===== src/rtl/if_pkg.sv =====
// Shared types and constants for the instruction-fetch stage.
package if_pkg;

    localparam int XLEN_DEFAULT = 32;

    localparam logic [XLEN_DEFAULT-1:0] NOP = 32'h0000_0013;

    typedef struct packed {
        logic [XLEN_DEFAULT-1:0] pc;
        logic [XLEN_DEFAULT-1:0] instr;
        logic                    misalign;
    } fetch_entry_t;

endpackage


===== src/rtl/fetch_queue.sv =====
// Synchronous FIFO of fetch entries. The head output is registered state; when
// empty it keeps presenting the last entry that was at the head.
module fetch_queue
    import if_pkg::*;
#(
    parameter  int QDEPTH = 2,
    localparam int AW     = $clog2(QDEPTH),
    localparam int CW     = AW + 1
) (
    input  logic          clk_i,
    input  logic          rst_ni,
    input  logic          push,
    input  fetch_entry_t  push_entry,
    input  logic          pop,
    input  logic          flush,
    output fetch_entry_t  head,
    output logic [CW-1:0] count,
    output logic          empty,
    output logic          full
);

    fetch_entry_t  mem [QDEPTH];
    fetch_entry_t  last_q;
    logic [AW-1:0] rd_ptr, wr_ptr;
    logic          do_push, do_pop;

    assign empty   = (count == '0);
    assign full    = (count == CW'(QDEPTH));
    assign do_pop  = pop && !empty;
    assign do_push = push && (!full || do_pop);

    always_ff @(posedge clk_i or negedge rst_ni) begin
        if (!rst_ni) begin
            rd_ptr <= '0;
            wr_ptr <= '0;
            count  <= '0;
            last_q <= '{pc: '0, instr: NOP, misalign: 1'b0};
        end else begin
            // Remember what was shown so the outputs hold once the queue drains.
            if (!empty)
                last_q <= mem[rd_ptr];
            if (flush) begin
                rd_ptr <= '0;
                wr_ptr <= '0;
                count  <= '0;
            end else begin
                if (do_push)
                    wr_ptr <= wr_ptr + AW'(1);
                if (do_pop)
                    rd_ptr <= rd_ptr + AW'(1);
                count <= count + CW'(do_push) - CW'(do_pop);
            end
        end
    end

    always_ff @(posedge clk_i) begin
        if (do_push && !flush)
            mem[wr_ptr] <= push_entry;
    end

    assign head = empty ? last_q : mem[rd_ptr];

endmodule


===== src/rtl/fetch_unit.sv =====
// Instruction-fetch stage: PC register, one-deep in-flight tracking over a
// synchronous IMEM port, and a decoupling queue toward decode.
// Optional macro IF_MISALIGN_TRAP_EN enables misaligned-redirect trapping.
module fetch_unit
    import if_pkg::*;
#(
    parameter int              XLEN     = XLEN_DEFAULT,
    parameter logic [XLEN-1:0] RESET_PC = '0,
    parameter int              QDEPTH   = 2
) (
    input  logic            clk_i,
    input  logic            rst_ni,
    input  logic            redirect_i,
    input  logic [XLEN-1:0] redirect_pc_i,
    output logic            imem_req_o,
    output logic [XLEN-1:0] imem_addr_o,
    input  logic [XLEN-1:0] imem_rdata_i,
    output logic            if_valid_o,
    input  logic            id_ready_i,
    output logic [XLEN-1:0] if_pc_o,
    output logic [XLEN-1:0] if_instr_o,
    output logic            if_misalign_o
);

    localparam int CW = $clog2(QDEPTH) + 1;
    localparam int OW = CW + 1;

    logic [XLEN-1:0] pc_q, inflight_pc_q, target;
    logic            inflight_q, halted, pop, push;
    logic [CW-1:0]   count;
    logic [OW-1:0]   occ;
    logic            q_empty, q_full;
    fetch_entry_t    push_entry, head;

    assign if_valid_o = !q_empty;
    // A handshake coinciding with a redirect is void: decode is being killed.
    assign pop        = if_valid_o && id_ready_i && !redirect_i;

    // Occupancy once this cycle's pop and the outstanding response settle.
    assign occ        = OW'(count) + OW'(inflight_q) - OW'(pop);
    assign imem_req_o = rst_ni && !redirect_i && !halted && (occ < OW'(QDEPTH));
    assign imem_addr_o = {pc_q[XLEN-1:2], 2'b00};

    always_ff @(posedge clk_i or negedge rst_ni) begin
        if (!rst_ni) begin
            pc_q          <= RESET_PC;
            inflight_q    <= 1'b0;
            inflight_pc_q <= '0;
        end else begin
            inflight_q <= imem_req_o;
            if (imem_req_o)
                inflight_pc_q <= imem_addr_o;
            if (redirect_i)
                pc_q <= target;
            else if (imem_req_o)
                pc_q <= pc_q + XLEN'(4);
        end
    end

`ifdef IF_MISALIGN_TRAP_EN
    logic            trap_q, halted_q;
    logic [XLEN-1:0] trap_pc_q;

    assign target = redirect_pc_i;
    assign halted = halted_q;

    // A misaligned redirect injects one trap entry next cycle and stalls
    // fetch until a later redirect re-arms it.
    always_ff @(posedge clk_i or negedge rst_ni) begin
        if (!rst_ni) begin
            trap_q    <= 1'b0;
            halted_q  <= 1'b0;
            trap_pc_q <= '0;
        end else if (redirect_i) begin
            trap_q    <= |redirect_pc_i[1:0];
            halted_q  <= |redirect_pc_i[1:0];
            trap_pc_q <= redirect_pc_i;
        end else begin
            trap_q <= 1'b0;
        end
    end

    assign push       = (inflight_q || trap_q) && !redirect_i;
    assign push_entry = trap_q ? '{pc: trap_pc_q, instr: NOP, misalign: 1'b1}
                               : '{pc: inflight_pc_q, instr: imem_rdata_i, misalign: 1'b0};
    assign if_misalign_o = if_valid_o && head.misalign;
`else
    logic unused_trap;

    assign target        = {redirect_pc_i[XLEN-1:2], 2'b00};
    assign halted        = 1'b0;
    assign push          = inflight_q && !redirect_i;
    assign push_entry    = '{pc: inflight_pc_q, instr: imem_rdata_i, misalign: 1'b0};
    assign if_misalign_o = 1'b0;
    assign unused_trap   = ^{head.misalign, redirect_pc_i[1:0]};
`endif

    fetch_queue #(.QDEPTH(QDEPTH)) u_queue (
        .clk_i      (clk_i),
        .rst_ni     (rst_ni),
        .push       (push),
        .push_entry (push_entry),
        .pop        (pop),
        .flush      (redirect_i),
        .head       (head),
        .count      (count),
        .empty      (q_empty),
        .full       (q_full)
    );

    logic unused_full;
    assign unused_full = q_full;

    assign if_pc_o    = head.pc;
    assign if_instr_o = head.instr;

endmodule


===== config.mk =====
export PLATFORM = sky130hd
export DESIGN_NAME = fetch_unit
export DESIGN_NICKNAME = d
export VERILOG_FILES = /design/src/rtl/if_pkg.sv /design/src/rtl/fetch_queue.sv /design/src/rtl/fetch_unit.sv
export SDC_FILE = /design/constraint.sdc
export NUM_CORES = 1
export LEC_CHECK = 0
export ABC_AREA = 0
export CELL_PAD_IN_SITES_DETAIL_PLACEMENT = 1
export CELL_PAD_IN_SITES_GLOBAL_PLACEMENT = 1
export CORE_MARGIN = 2
export CORE_UTILIZATION = 46
export CTS_CLUSTER_SIZE = 40
export DETAILED_ROUTE_END_ITERATION = 10
export PLACE_DENSITY_LB_ADDON = 0.1
export SYNTH_ARGS = -nofsm -noshare
export SYNTH_HDL_FRONTEND = slang
export SYNTH_SLANG_ARGS = --single-unit
export TNS_END_PERCENT = 5

===== constraint.sdc =====
create_clock -name clk_i -period 9.6 [get_ports clk_i]
set_clock_uncertainty 0.2 [all_clocks]
set_input_delay 0.96 -clock clk_i [delete_from_list [all_inputs] [get_ports clk_i]]
set_output_delay 0.96 -clock clk_i [all_outputs]
set_load 0.01 [all_outputs]

# [Yosys cells after proc, flatten, opt, wreduce, memory -nomap -nowiden]
# Memories as Yosys holds them, arrays and structs flattened.
# Index checks and enable logic that the tools add are counted.
[op_classes] add_sub_neg=7 n_mux=10 n_eq_ne=1 order_cmp=1 reduce_logical=16
[ops] op="2-to-1 mux 65 bit" n=1
[ops] op="2-to-1 mux 32 bit" n=2
[ops] op="adder 32 x 3 -> 32 bit, second input constant" n=1
[ops] op="logical AND 1 bit" n=8
[ops] op="2-to-1 mux 1 bit" n=6
[ops] op="nonzero test 2 bit" n=3
[ops] op="adder 2 x 1 -> 3 bit" n=1
[ops] op="logical NOT 1 bit" n=3
[ops] op="< comparator 3 x 2 -> 1 bit, second input constant" n=1
[ops] op="subtractor 3 x 1 -> 3 bit" n=1
[ops] op="adder 1 bit, second input constant" n=2
[ops] op="adder 2 x 1 -> 2 bit" n=1
[ops] op="equality test 2 bit, second input constant" n=1
[ops] op="logical NOT 2 bit" n=1
[ops] op="2-to-1 mux 2 bit" n=1
[ops] op="subtractor 2 x 1 -> 2 bit" n=1
[ops] op="logical OR 1 bit" n=1
[word_totals] out_inout_bits=99 register_bits=132 mem_count=1 wordCells=45 mem_bits_rw=124 in_bits=68
[mem_list] name="u_queue.mem" words=2 word_bits=62 rd=1 rd_ports_with_merged_regs=0 write_ports=1 line="fetch_queue.sv:22" source="fetch_entry_t mem [QDEPTH];"

# [Logic depth before layout (Yosys ltp)]
[depth] depth_word=10 depth_mapped=16 ltp_nobuf=13

# [Cells and area by module]
# From an unflattened synthesis, not the netlist that was laid out.
[hier_totals] hier_cells=778 area_unflattened_um2=10147.2
[modules_own_cells] mod="fetch_queue" area_each_um2=7175.6 seq_area_each_um2=5634.2 cells_each=441 n_inst=1
[modules_own_cells] mod="fetch_unit" area_each_um2=2971.6 seq_area_each_um2=1526.5 cells_each=337 n_inst=1

# [Worst setup path after synthesis]
# Ideal clock, no wire load.
[synth_timing] kind="input -> register" from="in redirect_i" to="mem u_queue.mem[0][0] (netlist bit) (enable)" n_path_buf=0 setup_time_ps=491 path_slack_ps=4829 stages=3 arrival_time_ps=4080 t_required_ps=8909 cell_sequence="inv_1 -> o311a_1 -> nor2b_1"
[synth_between] elab_chain_cells=8 word_cells_on_any_way=9 cone_classes="mux (2); reduce/logical (7)"
[synth_lines] item="from (decl)" line="fetch_unit.sv:13" source="input logic redirect_i,"
[synth_lines] item="logical NOT 1 bit (*)" line="fetch_queue.sv:57, fetch_unit.sv:37, fetch_unit.sv:92"
[synth_lines] item="logical AND 1 bit" line="fetch_unit.sv:37" source="assign pop = if_valid_o && id_ready_i && !redirect_i;"
[synth_lines] item="logical AND 1 bit" line="fetch_queue.sv:29" source="assign do_pop = pop && !empty;"
[synth_lines] item="logical OR 1 bit" line="fetch_queue.sv:30" source="assign do_push = push && (!full || do_pop);"
[synth_lines] item="logical AND 1 bit" line="fetch_queue.sv:30"
[synth_lines] item="logical AND 1 bit (*)" line="fetch_queue.sv:57" source="if (do_push && !flush)"
[synth_lines] item="2-to-1 mux 1 bit (*)" line="fetch_queue.sv:57"
[synth_lines] item="2-to-1 mux 1 bit (not written as such) (*)" line="fetch_queue.sv:58" source="mem[wr_ptr] <= push_entry;"
[synth_lines] item="to (decl)" line="fetch_queue.sv:22"
# Mark *: on every way between the ends. The rest lies on a longest branch, timed or not.

# [Final worst setup path]
[layout_timing] from="reg u_queue.count[1]" to="out imem_req_o"
[layout_between] elab_chain_cells=7 word_cells_on_any_way=8 cone_classes="add/sub (2); order compare (1); reduce/logical (5)"
[layout_lines] item="from (decl)" line="fetch_queue.sv:17" source="output logic [CW-1:0] count,"
[layout_lines] item="from (signal assigned)" line="fetch_queue.sv:51" source="count <= count + CW'(do_push) - CW'(do_pop);"
[layout_lines] item="logical NOT 2 bit" line="fetch_queue.sv:27" source="assign empty = (count == '0);"
[layout_lines] item="logical NOT 1 bit" line="fetch_unit.sv:35" source="assign if_valid_o = !q_empty;"
[layout_lines] item="logical AND 1 bit (2 in series)" line="fetch_unit.sv:37"
[layout_lines] item="subtractor 3 x 1 -> 3 bit (*)" line="fetch_unit.sv:40" source="assign occ = OW'(count) + OW'(inflight_q) - OW'(pop);"
[layout_lines] item="< comparator 3 x 2 -> 1 bit (*)" line="fetch_unit.sv:41" source="assign imem_req_o = rst_ni && !redirect_i && !halted && (occ < OW'(QDEPTH));"
[layout_lines] item="logical AND 1 bit (*)" line="fetch_unit.sv:41"
[layout_lines] item="to (decl)" line="fetch_unit.sv:15" source="output logic imem_req_o,"
# Marked as above.

==> out/qor.json <==
{
  "drt": {
    "post-route-drc-count": 0,
    "finalWirelength_microns": 24400,
    "via_count": 6625,
    "first_iter_violations": 260,
    "vias_per_cell": 5.44,
    "avgRoutedWirePerCell_microns": 20.0,
    "drtPass1Iterations": 4,
    "ant_nets": 0
  },
  "sta": {
    "maxClockFrequency_mhz": 160,
    "fin_hold_ws_ps": 233,
    "worst_slew_margin_rel": 0.208,
    "setup_total_negative_slack_ps": 0,
    "worst_pin_slew_ps": 1190,
    "report.final.slew_viol_count": 0,
    "final_hold_viol_count": 0,
    "setup_violations": 0,
    "finalCritPeriodShare": 0.651,
    "rsz0062_at_grt": "false",
    "timing.final.crit_period_ps": 6240
  },
  "min_path": {
    "worstHoldPathType": "input port to async pin"
  },
  "die": {
    "dieArea_sq_mm": 0.0227,
    "initial_core_util": 0.470,
    "die_height_microns": 151,
    "die_width_microns": 151,
    "io_pins": 167,
    "rows": 53,
    "core_area_sq_mm": 0.0211
  },
  "cells_and_area": {
    "syn2layout_area_growth_pct": 26.6,
    "share_of_post_route_cells_with_drive_strength_above_1": 0.0638,
    "final_area_sq_mm": 0.0125,
    "multi_input_area_sq_mm": 0.00272,
    "final_util": 0.595,
    "nNetsFinal": 994,
    "final.fill_count": 2127,
    "ff_latch_area_sq_mm": 0.00696
  },
  "setup_path": {
    "r2r-start": "u_queue.count[1]",
    "critPathLaunchType": "register",
    "worst-r2r-setup-slack_ps": 4630,
    "worstSetupPathType": "register to output pin",
    "ff2ff_path_depth": 14,
    "crit_chain": "nor2_4 -> buf_4 -> inv_1 -> nand2_1 -> nor2_1 -> ha_1 -> nand2b_1 -> fa_1 -> nand2_1 -> or3_2 -> inv_4 -> clkdlybuf4s50_1",
    "cp.required_ps": 8440,
    "timing.critical_path.max_delay_family": "buffers and inverters",
    "timing.critical_path.mode_cell": "nand2_1",
    "crit_path_max_fanout": 127,
    "worst_path_max_delay_cell": "buf_4",
    "critPathMaxStageDelay_ps": 800,
    "crit_buf_inv": 4,
    "worst-endpoint-arrival_ps": 5080,
    "cp-end-kind": "output pin",
    "r2r-end": "pc_q[17]"
  },
  "logic_synthesis": {
    "ys_top_cells_by_count": "nand2_1 (185), dfrtp_1 (126), edfxtp_1 (124)",
    "seq_area_frac_synth": 0.702,
    "post_synth_instance_area_sq_mm": 0.00991,
    "cell_count_after_synthesis": 766,
    "synth_top_cell_by_area": "edfxtp_1",
    "yosys_warnings": 0,
    "yosys_register_bits": 253,
    "fraction_of_synthesized_cell_area_taken_by_the_top_area_cell_type": 0.376,
    "yosys-top-cells-area": "edfxtp_1 (38%), dfrtp_1 (32%), nand2_1 (7.0%)",
    "yosysUniqueCellTypes": 53,
    "synth_top_flop_cell": "dfrtp_1",
    "synth.most_common_cell": "nand2_1",
    "ys_async_sr_fraction": 0.510,
    "syn_avg_cell_area_sq_um": 12.9,
    "edff_count_synth": 124
  },
  "clocking": {
    "cts_max_path_buffers": 3,
    "tritoncts.num_buffers": 27,
    "cts.repair_timing.setup_buffer_count": 0,
    "cts_tree": "yes",
    "post_cts_resized": 0,
    "clk_latency_ps": 520,
    "cts_root_buffer": "clkbuf_16",
    "ctsHtreeMaxLevel": 1,
    "post_cts_hold_buffer_count": 0,
    "clock-sinks": 253,
    "clk_pin_slew_worst_paths_ps": 60
  },
  "place": {
    "postPlaceCellArea_sq_mm": 0.0117,
    "gp_routability_congestion": 0.782,
    "dp.final_hpwl_microns": 14800,
    "io_buffer_count": 161
  },
  "power_and_ir_drop": {
    "static-leakage-power_nw": 4.90,
    "ir_drop_mv": 0.114,
    "p_per_area_mw_per_mm2": 278
  },
  "grt": {
    "antenna_violations_before_repair": 1,
    "grt_max_degree": 128,
    "globalRouteOverflowTotal": 0,
    "grt_pass1_vias": 7429,
    "grt_pass1_wl_microns": 39300,
    "globalRouteTotalUtil": 0.221
  },
  "status": {
    "status": "finished clean"
  },
  "run": {
    "max_cap_viol_count": 0
  }
}
worst reg2reg max path: cells and delay by family, from the launching register on:
| family | cells | cell delay, ps |
|---|---|---|
| adders and majority gates | 2 | 770 |
| DFF | 1 | 480 |
| buffers and inverters | 3 | 1410 |
| AOI/OAI and AO/OA | 2 | 500 |
| and+or+nand+nor | 7 | 1490 |
report_power, final:
| part | total, mW | leakage, nW | switching, mW | internal (mW) |
|---|---|---|---|---|
| Sequential | 1.57 | 2.73 | 0.141 | 1.43 |
| Clock | 0.966 | 0.404 | 0.399 | 0.567 |
| Combinational | 0.956 | 1.77 | 0.512 | 0.444 |
kinds of logic after synthesis:
| kind of cell | Yosys count | synth area share |
|---|---|---|
| muxes | 65 | 0.0657 |
| AOI/OAI and AO/OA | 117 | 0.0738 |
| DFF | 253 | 0.702 |
| xor gates and xnor gates | 7 | 0.00619 |
| and+or+nand+nor | 265 | 0.119 |
| adders and majority gates | 5 | 0.00707 |
| buffers and inverters | 53 | 0.0260 |
| other | 1 | 0.000379 |
layout by cell type (no fill, tap or decap), types with 3 or more instances in the layout:
| cell | count |
|---|---|
| o211ai_1 | 3 |
| nand3_1 | 9 |
| nand4_1 | 17 |
| dfrtp_1 | 125 |
| a22oi_1 | 4 |
| nand2_1 | 185 |
| clkinv_2 | 5 |
| nor3_1 | 5 |
| inv_1 | 8 |
| buf_4 | 7 |
| o21ai_0 | 76 |
| mux2i_1 | 65 |
| o311ai_0 | 12 |
| and2_1 | 5 |
| a221o_1 | 8 |
| nor2_1 | 14 |
| clkbuf_1 | 10 |
| conb_1 | 3 |
| clkinv_1 | 3 |
| dfstp_2 | 3 |
| clkbuf_8 | 3 |
| clkbuf_16 | 27 |
| nand2b_1 | 3 |
| and3_1 | 6 |
| xor2_1 | 5 |
| ha_1 | 4 |
| clkdlybuf4s50_1 | 160 |
| edfxtp_1 | 124 |
metrics by stage:
step           setup WS [ps]  std cells  total power, mW
6_report                3360       1217             3.49
5_1_grt                 2950       1216             3.69
4_1_cts                 3210       1216             3.53
3_5_place_dp            3810       1167             2.54
3_3_place_gp            3880       1167             2.48
2_1_floorplan           4830        768             2.01
flip-flops by register name (all words and copies together), names as in the netlist:
name / flops
u_queue.mem: 124
u_queue.last_q: 64
inflight_pc_q: 30
pc_q: 30
u_queue.count: 2
inflight_q: 1
u_queue.rd_ptr: 1
u_queue.wr_ptr: 1
final cells by class:
class,count,area share
tap,275,0.0274
antenna,1,0.000199
timing repair buffer,168,0.133
clock inverter,9,0.00529
sequential,253,0.555
clock buffer,40,0.0601
multi-input combinational,462,0.217
inverter,9,0.00289
layer usage:
metal,share of wire,GRT usage,vias up
li1,-,-,3059
met1,0.43,0.290,3318
met2,0.49,0.379,208
met3,0.061,0.0433,40
met4,0.020,0.0579,0
met5,0,0,-
how the worst max path moves through the flow:
stage	cells past startpoint	slack [ps]	endpoint	start
2_1_floorplan	3	4830	u_queue.mem[0][0]	redirect_i
3_3_place_gp	10	3880	imem_req_o	redirect_i
3_5_place_dp	10	3810	imem_req_o	redirect_i
4_1_cts	12	3210	imem_req_o	u_queue.count[1]
5_1_grt	12	2950	imem_req_o	u_queue.count[1]
6_report	12	3360	imem_req_o	u_queue.count[1]
Note: power is estimated with default switching activity, not from simulation.
